[src/rtl/instr_encoder_pkg.sv]
// rtl/instr_encoder_pkg.sv - shared formats, opcodes, funct3 codes and immediate range helper
package instr_encoder_pkg;

  typedef enum logic [3:0] {
    FMT_R, FMT_I, FMT_F, FMT_LOAD, FMT_STORE, FMT_FLOAD,
    FMT_FSTORE, FMT_LUI, FMT_JAL, FMT_BEQZ, FMT_SYNC, FMT_EXIT
  } instr_fmt_t;

  localparam logic [2:0] OPCODE_R  = 3'b000;
  localparam logic [2:0] OPCODE_I  = 3'b001;
  localparam logic [2:0] OPCODE_F  = 3'b010;
  localparam logic [2:0] OPCODE_M  = 3'b011;
  localparam logic [2:0] OPCODE_UP = 3'b100;
  localparam logic [2:0] OPCODE_J  = 3'b101;

  localparam logic [2:0] M_LOAD   = 3'b000;
  localparam logic [2:0] M_STORE  = 3'b001;
  localparam logic [2:0] M_FLOAD  = 3'b010;
  localparam logic [2:0] M_FSTORE = 3'b011;

  localparam logic [2:0] J_JAL  = 3'b000;
  localparam logic [2:0] J_BEQZ = 3'b001;
  localparam logic [2:0] J_SYNC = 3'b110;
  localparam logic [2:0] J_EXIT = 3'b111;

  // True when imm survives truncation to a bits-wide two's complement field.
  function automatic logic fits_signed(input logic [31:0] imm, input int unsigned bits);
    logic [31:0] hi;
    hi = $unsigned($signed(imm) >>> (bits - 1));
    return (hi == 32'h0) || (hi == 32'hFFFF_FFFF);
  endfunction

endpackage

[src/rtl/instr_encoder_pack.sv]
// rtl/instr_encoder_pack.sv - instr_pack: combinational bit packing of one instruction word
module instr_pack
  import instr_encoder_pkg::*;
(
  input  instr_fmt_t  fmt,
  input  logic [3:0]  funct4,
  input  logic [4:0]  rd,
  input  logic [4:0]  rs1,
  input  logic [4:0]  rs2,
  input  logic [31:0] imm,
  input  logic        scalar,
  output logic [31:0] instr
);

  always_comb begin
    instr = '0;
    case (fmt)
      FMT_R, FMT_F: begin
        instr[31:29] = (fmt == FMT_R) ? OPCODE_R : OPCODE_F;
        instr[28]    = scalar;
        instr[18:14] = rs2;
        instr[13:10] = funct4;
        instr[9:5]   = rs1;
        instr[4:0]   = rd;
      end
      FMT_I: begin
        instr[31:29] = OPCODE_I;
        instr[28]    = scalar;
        instr[27:14] = imm[13:0];
        instr[13:10] = funct4;
        instr[9:5]   = rs1;
        instr[4:0]   = rd;
      end
      FMT_LOAD, FMT_FLOAD: begin
        instr[31:29] = OPCODE_M;
        instr[28:14] = imm[14:0];
        instr[13]    = scalar;
        instr[12:10] = (fmt == FMT_LOAD) ? M_LOAD : M_FLOAD;
        instr[9:5]   = rs1;
        instr[4:0]   = rd;
      end
      FMT_STORE, FMT_FSTORE: begin
        instr[31:29] = OPCODE_M;
        instr[28:19] = imm[14:5];
        instr[18:14] = rs2;
        instr[13]    = scalar;
        instr[12:10] = (fmt == FMT_STORE) ? M_STORE : M_FSTORE;
        instr[9:5]   = rs1;
        instr[4:0]   = imm[4:0];
      end
      FMT_LUI: begin
        instr[31:29] = OPCODE_UP;
        instr[28:9]  = imm[31:12];
        instr[5]     = scalar;
        instr[4:0]   = rd;
      end
      FMT_JAL: begin
        instr[31:29] = OPCODE_J;
        instr[28:13] = imm[25:10];
        instr[12:10] = J_JAL;
        instr[9:0]   = imm[9:0];
      end
      FMT_BEQZ: begin
        instr[31:29] = OPCODE_J;
        instr[28:19] = imm[15:6];
        instr[18:14] = rs2;
        instr[13]    = imm[5];
        instr[12:10] = J_BEQZ;
        instr[9:5]   = rs1;
        instr[4:0]   = imm[4:0];
      end
      FMT_SYNC: instr = {OPCODE_J, 16'h0, J_SYNC, 10'h0};
      FMT_EXIT: instr = {OPCODE_J, 16'h0, J_EXIT, 10'h0};
      default:  instr = '0;
    endcase
  end

endmodule

[src/rtl/instr_encoder.sv]
// rtl/instr_encoder.sv - encoder top: 2-entry output FIFO, address counter, legality checks
// Optional macro ENCODER_CHECK_EN enables field checks, err_pulse and err_count.
module instr_encoder
  import instr_encoder_pkg::*;
#(
  parameter int                ADDR_W    = 8,
  parameter logic [ADDR_W-1:0] BASE_ADDR = '0
) (
  input  logic              clk,
  input  logic              reset,
  input  logic              flush,
  input  logic              in_valid,
  output logic              in_ready,
  input  instr_fmt_t        in_fmt,
  input  logic [3:0]        in_funct4,
  input  logic [4:0]        in_rd,
  input  logic [4:0]        in_rs1,
  input  logic [4:0]        in_rs2,
  input  logic [31:0]       in_imm,
  input  logic              in_scalar,
  output logic              out_valid,
  input  logic              out_ready,
  output logic [31:0]       out_instr,
  output logic [ADDR_W-1:0] out_addr,
  output logic              err_pulse,
  output logic [7:0]        err_count
);

  logic [31:0]       packed_instr;
  logic              legal;
  logic              accept, push, pop;
  logic [31:0]       mem_instr [2];
  logic [ADDR_W-1:0] mem_addr  [2];
  logic              wr_ptr, rd_ptr;
  logic [1:0]        count;
  logic [ADDR_W-1:0] addr;

  instr_pack u_pack (
    .fmt    (in_fmt),
    .funct4 (in_funct4),
    .rd     (in_rd),
    .rs1    (in_rs1),
    .rs2    (in_rs2),
    .imm    (in_imm),
    .scalar (in_scalar),
    .instr  (packed_instr)
  );

  // in_ready depends only on the registered count, never on out_ready.
  assign in_ready  = (count != 2'd2);
  assign out_valid = (count != 2'd0);
  assign out_instr = mem_instr[rd_ptr];
  assign out_addr  = mem_addr[rd_ptr];

  assign accept = in_valid && in_ready && !flush;
  assign push   = accept && legal;
  assign pop    = out_valid && out_ready && !flush;

  always_ff @(posedge clk) begin
    if (reset) begin
      count  <= 2'd0;
      wr_ptr <= 1'b0;
      rd_ptr <= 1'b0;
      addr   <= BASE_ADDR;
      for (int i = 0; i < 2; i++) begin
        mem_instr[i] <= '0;
        mem_addr[i]  <= BASE_ADDR;
      end
    end else if (flush) begin
      count  <= 2'd0;
      wr_ptr <= 1'b0;
      rd_ptr <= 1'b0;
      addr   <= BASE_ADDR;
    end else begin
      if (push) begin
        mem_instr[wr_ptr] <= packed_instr;
        mem_addr[wr_ptr]  <= addr;
        wr_ptr            <= ~wr_ptr;
        addr              <= addr + ADDR_W'(1);
      end
      if (pop) rd_ptr <= ~rd_ptr;
      case ({push, pop})
        2'b10:   count <= count + 2'd1;
        2'b01:   count <= count - 2'd1;
        default: count <= count;
      endcase
    end
  end

`ifdef ENCODER_CHECK_EN
  always_comb begin
    legal = 1'b1;
    case (in_fmt)
      FMT_R:   legal = (in_funct4 <= 4'd9);
      FMT_F:   legal = (in_funct4 <= 4'd10);
      FMT_I:   legal = fits_signed(in_imm, 14) &&
                       (in_funct4 inside {4'd0, 4'd2, 4'd3, 4'd10});
      FMT_LOAD, FMT_STORE, FMT_FLOAD, FMT_FSTORE:
               legal = fits_signed(in_imm, 15);
      FMT_BEQZ: legal = fits_signed(in_imm, 16);
      FMT_JAL:  legal = fits_signed(in_imm, 26);
      FMT_LUI:  legal = (in_imm[11:0] == 12'h0);
      default:  legal = 1'b1;
    endcase
  end

  always_ff @(posedge clk) begin
    if (reset) begin
      err_pulse <= 1'b0;
      err_count <= 8'd0;
    end else begin
      err_pulse <= accept && !legal;
      if (accept && !legal && err_count != 8'hFF) err_count <= err_count + 8'd1;
    end
  end
`else
  assign legal     = 1'b1;
  assign err_pulse = 1'b0;
  assign err_count = 8'd0;
`endif

endmodule

[config.mk]
export PLATFORM = sky130hd
export DESIGN_NAME = instr_encoder
export DESIGN_NICKNAME = d
export VERILOG_FILES = /design/src/rtl/instr_encoder_pkg.sv /design/src/rtl/instr_encoder_pack.sv /design/src/rtl/instr_encoder.sv
export SDC_FILE = /design/constraint.sdc
export NUM_CORES = 1
export LEC_CHECK = 0
export CAP_MARGIN = 25
export CELL_PAD_IN_SITES_DETAIL_PLACEMENT = 1
export CELL_PAD_IN_SITES_GLOBAL_PLACEMENT = 2
export CORE_MARGIN = 3
export CORE_UTILIZATION = 33
export CTS_CLUSTER_DIAMETER = 60
export DETAILED_ROUTE_END_ITERATION = 6
export GPL_TIMING_DRIVEN = 0
export PLACE_DENSITY_LB_ADDON = 0.1
export SYNTH_ARGS = -nofsm -noshare
export SYNTH_HDL_FRONTEND = slang
export SYNTH_HIERARCHICAL = 1
export SYNTH_SLANG_ARGS = --single-unit
[constraint.sdc]
create_clock -name clk -period 4.19 [get_ports clk]
set_input_delay 0.419 -clock clk [delete_from_list [all_inputs] [get_ports clk]]
set_output_delay 0.419 -clock clk [all_outputs]
set_load 0.03 [all_outputs]
== Word-level counts from Yosys, hierarchy flattened ==
Memories as Yosys holds them, arrays and structs flattened. A register that Yosys moved wholly into a read port is not among the register bits.
Cells that the tools add are included.

* Reductions and logical operators: 20
* Multiplexer cells: 25
* Bitwise operators: 2
* $lt $le $gt $ge: 0
* $add $sub $neg: 3
* $mul: 0
* Shifts and indexed selects: 0
* Divide/modulo/power cells: 0
* Equality and inequality tests: 14

{| class="wikitable"
|+ Operator list
! cell !! count
|-
| 10-bit one-hot mux with 9 select lines || 1
|-
| 9-bit one-hot mux with 4 select lines || 1
|-
| 32-bit two-way mux || 1
|-
| 32-bit OR reduction || 1
|-
| 4-bit one-hot mux with 7 select lines || 1
|-
| 6-bit one-hot mux with 4 select lines || 1
|-
| 4-bit by 3-bit == test with 1-bit output, second input constant || 4
|-
| 4-bit == test, second input constant || 4
|-
| 8-bit OR reduction || 2
|-
| 1-bit two-way mux || 14
|-
| 2-bit OR reduction || 5
|-
| 5-bit OR reduction || 2
|-
| 8-bit by 1-bit adder with 8-bit output, second input constant || 1
|-
| 4-bit by 2-bit == test with 1-bit output, second input constant || 2
|-
| 8-bit two-way mux || 1
|-
| 2-bit two-way mux || 3
|-
| 3-bit one-hot mux with 2 select lines || 1
|-
| 4-bit by 1-bit == test with 1-bit output, second input constant || 1
|-
| 1-bit logical AND || 4
|-
| 4-bit logical NOT || 1
|-
| 2-bit one-hot mux with 2 select lines || 1
|-
| 2-bit nonzero test || 2
|-
| 4-bit OR reduction || 1
|-
| 3-bit OR reduction || 1
|-
| other kinds (7) || 8
|}

* Bits in registers: 12
* ROM bits: 0
* Word-level logic and storage cells: 70
* Bits in latches: 0
* Bits in writable memories: 80
* Memories: 2
* Output and inout bits: 51

{| class="wikitable"
|+ Memory list
! memory !! depth !! width !! read ports !! clocked after Yosys merged registers in !! write ports !! line !! text
|-
| mem_instr || 2 || 32 || 1 || 1 || 2 || instr_encoder.sv:32 || <nowiki>logic [31:0] mem_instr [2];</nowiki>
|-
| mem_addr || 2 || 8 || 1 || 1 || 2 || instr_encoder.sv:33 || <nowiki>logic [ADDR_W-1:0] mem_addr [2];</nowiki>
|}

== Longest topological paths before layout ==
* Depth in word-level cells: 9
* Depth in mapped cells: 8
* Mapped depth without buffers: 7

== Cells and area by module ==
Netlist, hierarchy kept.

{| class="wikitable"
|+ Modules (own cells, without submodules)
! module !! cells each !! instances !! sequential area each (um^2) !! area each (um^2)
|-
| instr_encoder || 292 || 1 || 2,662.6 || 4,145.2
|-
| instr_pack || 140 || 1 || 0.0 || 997.2
|}

== Worst setup path before layout ==
Ideal clock, no wire load.

* Path type: input to register
* Start point: in flush
* End point: mem mem_addr[0][0], enable pin
* Setup slack: 0.974 ns
* Arrival: 2.770 ns
* Stages: 4
* Required time: 3.744 ns
* Path through: nand2b_2 > nor2_8 > inv_4 > o21bai_1

{| class="wikitable"
|+ RTL lines
! element !! line !! text
|-
| start, declared || instr_encoder.sv:11 || <nowiki>input logic flush,</nowiki>
|-
| end, declared || instr_encoder.sv:33 ||
|}

==> impl_metrics.toml <==
[die]
die_h_um = 130.8
initial_utilization_pct = 34.60
fp-row-count = 44
placeableCoreArea_um2 = 14860
io-pin-count = 112
die-area_um2 = 17120
die_x_um = 130.8

[timing]
clock.fmax_ghz = 0.3512
fin_skew_ns = 0.005275
period_share_pct = 67.96
worst_pin_slew_ns = 0.7859
finalHoldViolations = 0
report.final.setup_viol = 0
setup_total_negative_slack_ns = 0
setup_repair_after_global_routing_missed_its_margin = "false"
finalCriticalPeriod_ns = 2.848
max_slew_margin_pct = 47.60
final_max_slew_viol_count = 0

[routing]
vias = 3761
detailedRoute.firstIterationViolations = 175
routedWlPerCell_um = 19.83
avgViaCountPerCell = 5.048
wl_mm = 14.77
detail_route.drc_violations = 0
drtPass1Iterations = 4
ant_nets = 0

[clock_tree]
post_cts_resized = 0
clkSinkCount = 93
clock_path_buffers = 2
cts.htree.levels = 3
clock_insertion_delay_worst_skew_ns = 0.34
postCtsHoldBufs = 0
cts_root_buf = "clkbuf_16"
cts_buffers = 9
tritoncts = "done"
worst_setup_hold_path_clk_slew_ns = 0.07
post-cts-setup-buffers = 0

[global_routing]
grt_use_total_pct = 17.64
grt_pass1_wl_mm = 22.42
first_global_vias = 3931
antenna_violations_before_repair = 0
grt_start_max_net_pins = 26
globalRoute.totalOverflow = 0

[critical_path]
cp-endpoint = "out_instr[10]"
cp-start-kind = "flop"
setup.worst_path.class = "reg -> out"
critPathSlowestCell = "buf_1"
reg2regPathDepth = 6
critical-path-top-delay-family = "buffers and inverters"
critical_path_buf_inv_count = 2
worst_r2r_startpoint = "count[0]"
crit_required_ns = 3.77
cp_slowest_stage_delay_ns = 0.63
r2r_setup_slack_ns = 2.22
worstPathCellList = "buf_1 > mux2_2 > clkdlybuf4s50_1"
timing.rr.end = "mem_instr[0][19]"
critical_path_peak_fanout = 10
critPathArrivalTime_ns = 2.43
worstSetupPathDepth = 3
cp-end-kind = "primary output"

[yosys]
post_synth_mux_area_share_pct = 11.87
post_synth_and_or_nand_nor_area_fraction_pct = 18.00
ys_types = 59
synth-seq-area-share_pct = 51.78
yosys.area_share.xor_xnor_pct = 1.873
ys_top_cells_by_area = "edfxtp_1, and2_1, mux2_2"
post_synthesis_adder_cell_area_fraction_pct = 0.4866
synthCells = 432
yosys_warning_count = 6
synthesized_flop_and_latch_total = 93
synth.cell_area_um2 = 5142
asyncSetResetFlopFracSynth_pct = 0
synth_compound_area_share_pct = 10.15
syn-mean-instance-area_um2 = 11.90
synth.top_cell.area_share_pct = 46.72
synth_top_flop_cell = "edfxtp_1"
largest_family_of_logic_cells_by_synthesized_area = "simple AND/OR/NAND/NOR gates"
synth_edf_count = 80
synth_top_area_cell = "edfxtp_1"

[power_and_ir_drop]
vdd_drop_max_mv = 0.1825
clock_power_share_pct = 35.5
p_int_mw = 1.656
totalPowerFinal_mw = 2.255
power_density_nw_per_um2 = 333.0
total_leakage_power_nw = 2.586
p_sw_uw = 599.2
combinational_share_of_power_pct = 17.6
power_switching_share_pct = 26.57
sequentialPowerShare_pct = 46.8

[layout]
layout-drive-gt1-share_pct = 18.93
num-nets-final = 618
area_growth_pct = 31.65
layout.cells.most_common_list = "clkdlybuf4s50_1, and2_1, edfxtp_1, mux2_2, nor2_1"
filler_free_cell_count_of_the_finished_design = 745
final_common_cell = "clkdlybuf4s50_1"
utilization_pct = 45.55
fillerInstances = 1577

[hold_path]
hp-class = "reg -> reg"

[outcome]
status = "completed"

[placed_design]
post-dp-hpwl_mm = 11.05
place.port_buffers = 102
post-place-cells = 728
gp_weighted_congestion = 0.8358

[flow_run]
maxCapViolations = 0
[power by group through the flow]
stage | clock network (mW) | logic (mW) | registers [mW]
2_1_floorplan | 0 | 0.220 | 1.07
3_3_place_gp | 0 | 0.390 | 1.08
3_5_place_dp | 0 | 0.400 | 1.08
4_1_cts | 0.824 | 0.402 | 1.06
5_1_grt | 0.862 | 0.425 | 1.06
6_report | 0.801 | 0.397 | 1.06
[cell families (layout without fill, tap and decap cells)]
family | count (synthesis) | after routing
adder cells (fa/ha/maj) | 2 | 2
flip-flops | 93 | 93
other | 1 | 10
AO/OA/AOI/OAI | 68 | 68
AND/OR/NAND/NOR | 155 | 155
buffers and inverters | 46 | 166
XOR/XNOR | 11 | 11
multiplexers | 56 | 56
[area by class of cell]
| cell class | count | area (um^2) | area share [%] |
|---|---|---|---|
| Sequential cell | 93 | 2663 | 39.33 |
| Multi-Input combinational cell | 301 | 2226 | 32.88 |
| Timing Repair Buffer | 104 | 1061 | 15.67 |
| Buffer | 39 | 267.8 | 3.955 |
| Clock buffer | 10 | 239.0 | 3.530 |
| Tap cell | 184 | 230.2 | 3.400 |
| Clock inverter | 6 | 52.55 | 0.7762 |
| Inverter | 7 | 28.78 | 0.4251 |
| Antenna cell | 1 | 2.502 | 0.03696 |
[worst register-to-register path: stages (launching register included)]
cell,delay (ns)
dfxtp_1,0.40
nor2b_1,0.08
buf_6,0.15
nor2_8,0.16
inv_4,0.08
o21bai_4,0.52
buf_12,0.27
[through the flow]
stage                     setup slack [ns]  cell area, um^2  hold slack (ns)
after floorplan                     0.9743             5172           0.4593
final                                1.342             6770           0.5075
after detailed placement             1.603             6476           0.5079
after global placement             -0.9713             6424           0.4761
after global routing                 1.227             6768           0.5484
after CTS                            1.266             6768           0.5128
[synthesized netlist by cell type (7+ instances only)]
cell type and count:
buf_4 14, edfxtp_1 80, a22oi_1 7, nor2b_1 7
o22ai_1 7, a21oi_1 9, dfxtp_1 13, xnor2_1 9
nor2_1 25, nand2_1 10, buf_2 13, a221o_1 11
and2_1 82, mux2_2 40, buf_6 7, mux2i_1 16
[how the worst min path moves through the flow]
| stage | slack [ns] | endpoint | depth (start not counted) | start |
|---|---|---|---|---|
| CTS | 0.51 | count[1] | 2 | count[1] |
| detailed placement | 0.51 | count[1] | 2 | count[1] |
| finish | 0.51 | count[1] | 2 | count[1] |
| floorplan | 0.46 | count[1] | 2 | count[1] |
| global placement | 0.48 | count[1] | 2 | count[1] |
| global route | 0.55 | count[1] | 2 | count[1] |
[sequential cells by signal (all words and copies together), names as in the netlist, named ones only]
signal     flops
addr           8
count          2
mem_addr      16
mem_instr     64
rd_ptr         1
wr_ptr         1
[per-layer routing]
layer  part of all wire, %  GRT usage [%]
met1                    46          22.96
met2                    50          30.38
met3                   3.2          3.618
met4                  0.85          3.872
met5                     0              0
Note: power is estimated with default switching activity, not from simulation.
